`src/rtl/mips_mc_control.sv`:
```
// mips_mc_control
//   Multi-cycle MIPS control unit. It contains the main sequencing FSM
//   (FETCH/DECODE/execute states) and the ALU decoder that drives the 3-bit
//   ALUControl code to the ALU.
//
//   Optional feature macro: MIPS_MC_MEM_WAIT_EN
//     When defined, FETCH, MEMRD and MEMWR hold until mem_ready=1. IRWrite and
//     PCWrite are gated to the ready cycle. When undefined, mem_ready is ignored
//     and every memory access completes in one cycle.
//
//   Ports
//     clk, rst_n      clock (rising edge), synchronous active-low reset
//     opcode, funct   instr[31:26] / instr[5:0] from the IR
//     zero            ALU result == 0, used for beq
//     mem_ready       memory handshake (wait-state build only)
//     ALUControl      000 AND, 001 OR, 010 ADD, 110 SUB, 011 NOT A, 100 XOR, 111 SLT
//     ALUSrcA/B, ImmZext, IorD, MemWrite, IRWrite, RegDst, MemtoReg, RegWrite,
//     PCSrc, PCEn     datapath selects and enables
//     illegal_op      one-cycle pulse in DECODE on an unsupported opcode/funct
//     state_dbg       current state code
module mips_mc_control #(
  parameter int STATE_W = 4
) (
  input  logic               clk,
  input  logic               rst_n,
  input  logic [5:0]         opcode,
  input  logic [5:0]         funct,
  input  logic               zero,
  input  logic               mem_ready,
  output logic [2:0]         ALUControl,
  output logic               ALUSrcA,
  output logic [1:0]         ALUSrcB,
  output logic               ImmZext,
  output logic               IorD,
  output logic               MemWrite,
  output logic               IRWrite,
  output logic               RegDst,
  output logic               MemtoReg,
  output logic               RegWrite,
  output logic [1:0]         PCSrc,
  output logic               PCEn,
  output logic               illegal_op,
  output logic [STATE_W-1:0] state_dbg
);

  typedef enum logic [STATE_W-1:0] {
    S_RESET  = STATE_W'(0),
    S_FETCH  = STATE_W'(1),
    S_DECODE = STATE_W'(2),
    S_MEMADR = STATE_W'(3),
    S_MEMRD  = STATE_W'(4),
    S_MEMWB  = STATE_W'(5),
    S_MEMWR  = STATE_W'(6),
    S_EXEC   = STATE_W'(7),
    S_ALUWB  = STATE_W'(8),
    S_BRANCH = STATE_W'(9),
    S_IEXEC  = STATE_W'(10),
    S_IWB    = STATE_W'(11),
    S_JUMP   = STATE_W'(12)
  } state_t;

  localparam logic [5:0] OP_R    = 6'b000000;
  localparam logic [5:0] OP_J    = 6'b000010;
  localparam logic [5:0] OP_BEQ  = 6'b000100;
  localparam logic [5:0] OP_ADDI = 6'b001000;
  localparam logic [5:0] OP_SLTI = 6'b001010;
  localparam logic [5:0] OP_ANDI = 6'b001100;
  localparam logic [5:0] OP_ORI  = 6'b001101;
  localparam logic [5:0] OP_XORI = 6'b001110;
  localparam logic [5:0] OP_LW   = 6'b100011;
  localparam logic [5:0] OP_SW   = 6'b101011;

  localparam logic [2:0] ALU_AND = 3'b000;
  localparam logic [2:0] ALU_OR  = 3'b001;
  localparam logic [2:0] ALU_ADD = 3'b010;
  localparam logic [2:0] ALU_SUB = 3'b110;
  localparam logic [2:0] ALU_XOR = 3'b100;
  localparam logic [2:0] ALU_SLT = 3'b111;

  state_t r_state, w_next;
  logic   r_is_sw;      // lw/sw captured in DECODE so MEMADR needs no opcode
  logic   w_ready;
  logic   w_pcwrite, w_branch;
  logic [2:0] w_funct_alu, w_imm_alu;
  logic   w_funct_ok, w_imm_zext;

`ifdef MIPS_MC_MEM_WAIT_EN
  assign w_ready = mem_ready;
`else
  logic w_unused_mem_ready;
  assign w_unused_mem_ready = mem_ready;
  assign w_ready = 1'b1;
`endif

  // R-type funct decode; w_funct_ok lets DECODE reject bad functs early
  always_comb begin
    w_funct_alu = ALU_ADD;
    w_funct_ok  = 1'b1;
    case (funct)
      6'b100000: w_funct_alu = ALU_ADD;
      6'b100010: w_funct_alu = ALU_SUB;
      6'b100100: w_funct_alu = ALU_AND;
      6'b100101: w_funct_alu = ALU_OR;
      6'b100110: w_funct_alu = ALU_XOR;
      6'b101010: w_funct_alu = ALU_SLT;
      default:   w_funct_ok  = 1'b0;
    endcase
  end

  // I-type decode; logical immediates are zero-extended
  always_comb begin
    w_imm_alu  = ALU_ADD;
    w_imm_zext = 1'b0;
    case (opcode)
      OP_ANDI: begin w_imm_alu = ALU_AND; w_imm_zext = 1'b1; end
      OP_ORI:  begin w_imm_alu = ALU_OR;  w_imm_zext = 1'b1; end
      OP_XORI: begin w_imm_alu = ALU_XOR; w_imm_zext = 1'b1; end
      OP_SLTI: w_imm_alu = ALU_SLT;
      default: w_imm_alu = ALU_ADD;
    endcase
  end

  always_ff @(posedge clk) begin
    if (!rst_n) begin
      r_state <= S_RESET;
      r_is_sw <= 1'b0;
    end else begin
      r_state <= w_next;
      if (r_state == S_DECODE) r_is_sw <= (opcode == OP_SW);
    end
  end

  always_comb begin
    w_next     = S_FETCH;
    ALUControl = ALU_ADD;
    ALUSrcA    = 1'b0;
    ALUSrcB    = 2'b00;
    ImmZext    = 1'b0;
    IorD       = 1'b0;
    MemWrite   = 1'b0;
    IRWrite    = 1'b0;
    RegDst     = 1'b0;
    MemtoReg   = 1'b0;
    RegWrite   = 1'b0;
    PCSrc      = 2'b00;
    illegal_op = 1'b0;
    w_pcwrite  = 1'b0;
    w_branch   = 1'b0;
    case (r_state)
      S_RESET: w_next = S_FETCH;
      S_FETCH: begin
        ALUSrcB   = 2'b01;
        IRWrite   = w_ready;  // one IR load / PC increment per fetch
        w_pcwrite = w_ready;
        w_next    = w_ready ? S_DECODE : S_FETCH;
      end
      S_DECODE: begin
        ALUSrcB = 2'b11;      // PC + (imm<<2) into ALUOut for beq
        case (opcode)
          OP_LW, OP_SW: w_next = S_MEMADR;
          OP_R: begin
            if (w_funct_ok) w_next = S_EXEC;
            else            illegal_op = 1'b1;
          end
          OP_BEQ: w_next = S_BRANCH;
          OP_ADDI, OP_ANDI, OP_ORI, OP_XORI, OP_SLTI: w_next = S_IEXEC;
          OP_J:   w_next = S_JUMP;
          default: illegal_op = 1'b1;
        endcase
      end
      S_MEMADR: begin
        ALUSrcA = 1'b1;
        ALUSrcB = 2'b10;
        w_next  = r_is_sw ? S_MEMWR : S_MEMRD;
      end
      S_MEMRD: begin
        IorD   = 1'b1;
        w_next = w_ready ? S_MEMWB : S_MEMRD;
      end
      S_MEMWB: begin
        MemtoReg = 1'b1;
        RegWrite = 1'b1;
      end
      S_MEMWR: begin
        IorD     = 1'b1;
        MemWrite = 1'b1;      // held through the stall, drops after ready
        w_next   = w_ready ? S_FETCH : S_MEMWR;
      end
      S_EXEC: begin
        ALUSrcA    = 1'b1;
        ALUControl = w_funct_alu;
        w_next     = S_ALUWB;
      end
      S_ALUWB: begin
        RegDst   = 1'b1;
        RegWrite = 1'b1;
      end
      S_BRANCH: begin
        ALUSrcA    = 1'b1;
        ALUControl = ALU_SUB;
        w_branch   = 1'b1;
        PCSrc      = 2'b01;
      end
      S_IEXEC: begin
        ALUSrcA    = 1'b1;
        ALUSrcB    = 2'b10;
        ALUControl = w_imm_alu;
        ImmZext    = w_imm_zext;
        w_next     = S_IWB;
      end
      S_IWB: begin
        ALUControl = w_imm_alu;
        ImmZext    = w_imm_zext;
        RegWrite   = 1'b1;
      end
      S_JUMP: begin
        PCSrc     = 2'b10;
        w_pcwrite = 1'b1;
      end
      default: w_next = S_FETCH;   // unused codes recover
    endcase
  end

  assign PCEn      = w_pcwrite | (w_branch & zero);
  assign state_dbg = r_state;

endmodule

```
`config.mk`:
```
export PLATFORM = sky130hd
export DESIGN_NAME = mips_mc_control
export DESIGN_NICKNAME = d
export VERILOG_FILES = /design/src/rtl/mips_mc_control.sv
export SDC_FILE = /design/constraint.sdc
export NUM_CORES = 1
export LEC_CHECK = 0
export CAP_MARGIN = 15
export CORE_MARGIN = 2
export CORE_UTILIZATION = 39
export CTS_CLUSTER_SIZE = 30
export DETAILED_ROUTE_END_ITERATION = 10
export GPL_ROUTABILITY_DRIVEN = 0
export PLACE_DENSITY = 0.79
export SLEW_MARGIN = 30
export SYNTH_ARGS = -nofsm -noshare
export SYNTH_HDL_FRONTEND = slang
export SYNTH_SLANG_ARGS = --single-unit
```
`constraint.sdc`:
```
create_clock -name clk -period 2.04 [get_ports clk]
set_input_delay 0.408 -clock clk [delete_from_list [all_inputs] [get_ports clk]]
set_output_delay 0.408 -clock clk [all_outputs]
set_load 0.005 [all_outputs]
```
==> flow_summary.yaml <==
status:
  status: "finished with violations"
  violations: "negative setup slack"
synthesis:
  seq_area_frac_synth: 0.1399
  synth_edf_count: 0
  synth_cell_types: 39
  synth_warnings: 0
  postSynthAreaPerCell_um2: 6.882
  netlist_area_um2: 715.7
  synth_nets: 120
  async_reset_ff_frac: 0
  dominantRegCellSynth: "dfxtp_1"
  synth_cells: 104
  synth-seq-cells: 5
final_layout:
  drive_gt1_frac: 0.4345
  fin_nets: 185
  instances_no_fill: 193
  seq_area_um2: 106.4
  final_cell_mix: "buf_4, clkdlybuf4s50_1, dlygate4sd2_1"
  antenna_cells: 0
  layout_commonest_cell: "buf_4"
  fillers: 114
  multi_input_area_um2: 681.9
  syn_to_final_growth_pct: 98.25
clocking:
  clock-root-buffer: "clkbuf_4"
  cts.sinks: 5
  cts_buffer_depth: 2
  clock_latency_ns: 0.24
  cts_hold_buf: 0
  cts_tree: "yes"
  htreeDepth: 1
  cts_inserted_buffers: 3
  clkTransAtPathRegs_ns: 0.05
route:
  wirelength_um: 3141
  vias: 1119
  route.antenna.remaining_nets: 0
  post_drt_via_cell_ratio: 5.798
  drt_pre_antenna_iters: 4
  post-route-drc-count: 0
  drt-initial-drc-count: 60
  routedWlPerCell_um: 16.27
floorplanning:
  ios: 37
  die_h_um: 46.84
  die_area_um2: 2194
  start_util: 0.4145
  fp.coreArea_um2: 1727
  die_w_um: 46.84
  num_rows: 15
timing:
  fin_crit_ns: 2.045
  drv_slew: 0
  max_slew_margin: 0.6681
  hold_slack_ns: 0.5155
  fin_skew_ns: 0.01056
  finalHoldViolCount: 0
  max_freq_mhz: 488.9
  setup_ws_ns: -0.005297
  fin_crit_sh: 1.003
  max_slew.worst_pin.slew_ns: 0.4854
  setup_viol_count_final: 1
  rsz0062_at_grt: "yes"
grt:
  grt_pass1_wl_um: 4402
  grt_max_degree: 9
  gr-total-overflow: 0
  antenna_found_initial: 0
  track_usage: 0.2798
  grt_pass1_vias: 1004
placed_design:
  port_buffers: 35
  place_ws_ns: -0.7111
  dp.cells: 185
  place_hpwl_um: 2140
run:
  drv_cap: 0
hold_path:
  min_path_type: "reg -> reg"
power_and_ir_drop:
  p_leak_nw: 0.6183
  p_per_area_nw_per_um2: 267.8
  peakVddDrop_mv: 0.3452
worst_setup_path:
  worstPathMaxFanout: 5
  start_kind: "flop"
  end_kind: "primary output"
  path_class: "reg -> out"
  crit_buf_inv: 2
  crit_chain: "nand2b_1 -> buf_4 -> o22ai_1 -> a21o_1 -> clkdlybuf4s50_1"
  worstPathArrival_ns: 1.64
  critPathSlowestCell: "clkdlybuf4s50_1"
  cp.required_ns: 1.63
  critPathMaxStageDelay_ns: 0.49
  crit_family: "buffers and inverters"
[final timing paths]
kind,depth (start not counted),slack (ns),from,endpoint
min reg2reg,2,0.52,r_is_sw,r_is_sw
max,5,-0.005,state_dbg[3],RegWrite
min,2,0.52,r_is_sw,r_is_sw
max reg2reg,6,0.58,state_dbg[3],state_dbg[1]
[registers in the layout (all words and copies together), names as in the netlist]
name / count
state_dbg: 4
r_is_sw: 1
[cells in the mapped netlist (2+ instances only)]
| master | instances | share of area |
|---|---|---|
| a2111oi_0 | 3 | 0.037 |
| a211oi_1 | 2 | 0.021 |
| a21oi_1 | 6 | 0.042 |
| a22oi_1 | 2 | 0.021 |
| a31oi_1 | 2 | 0.017 |
| buf_2 | 3 | 0.021 |
| dfxtp_1 | 5 | 0.14 |
| inv_1 | 5 | 0.026 |
| mux2i_1 | 2 | 0.028 |
| nand2_1 | 3 | 0.016 |
| nand2b_1 | 11 | 0.096 |
| nand3_1 | 4 | 0.028 |
| nand4_1 | 2 | 0.017 |
| nor2_1 | 11 | 0.058 |
| nor2b_1 | 6 | 0.052 |
| nor3_1 | 9 | 0.063 |
| o22ai_1 | 5 | 0.044 |
| o311a_1 | 2 | 0.028 |
[stage by stage]
step | setup TNS, ns | utilization | total power [mW] | instance area (um2)
after floorplan | 0 | - | 0.1592 | 715.7
after global placement | -2.598 | 0.7348 | 0.2491 | 1269
after detailed placement | -2.953 | 0.7348 | 0.2533 | 1269
after CTS | -0.05207 | 0.8159 | 0.3736 | 1409
after global routing | -0.07890 | 0.8217 | 0.4009 | 1419
final | -0.005297 | 0.8217 | 0.3799 | 1419
[layout make-up]
class	instances	area share
multi-input combinational	87	0.4806
clock buffer	4	0.01852
timing repair buffer	66	0.3880
tap	25	0.02205
inverter	6	0.01587
sequential	5	0.07496
[worst register-to-register path, stage by stage, from the launching register on]
cell	delay (ns)
dfxtp_1	0.31
buf_6	0.13
buf_4	0.15
nor3_2	0.27
buf_4	0.18
o311ai_1	0.12
a22oi_1	0.20
[kinds of logic after synthesis]
| logic type | after synthesis | share of synthesized area |
|---|---|---|
| buffers and inverters | 12 | 0.07516 |
| muxes | 2 | 0.02797 |
| AOI/OAI and AO/OA | 31 | 0.3199 |
| and+or+nand+nor | 54 | 0.4371 |
| DFF | 5 | 0.1399 |
[power breakdown]
part | internal, mW | total [mW] | leakage [nW] | switching, mW
Clock | 0.0739 | 0.115 | 0.0150 | 0.0410
Combinational | 0.0831 | 0.162 | 0.561 | 0.0784
Sequential | 0.0997 | 0.103 | 0.0421 | 0.00374
Total | 0.257 | 0.380 | 0.618 | 0.123
[layer usage]
| layer | wire [um] | up-vias | global-route usage |
|---|---|---|---|
| met1 | 1324 | 510 | 0.3527 |
| met4 | 70 | 0 | 0.05556 |
| li1 | - | 531 | - |
| met5 | 0 | - | 0 |
| met3 | 206 | 10 | 0.05385 |
| met2 | 1540 | 68 | 0.4959 |
[what timing repair did]
action,CTS,global route
resized for setup,72,13
pin swaps,12,4
endpoints found under the hold margin,0,0
setup endpoints to repair,12,7
buffers inserted,4,0
Power figures use the tool's default switching activity.
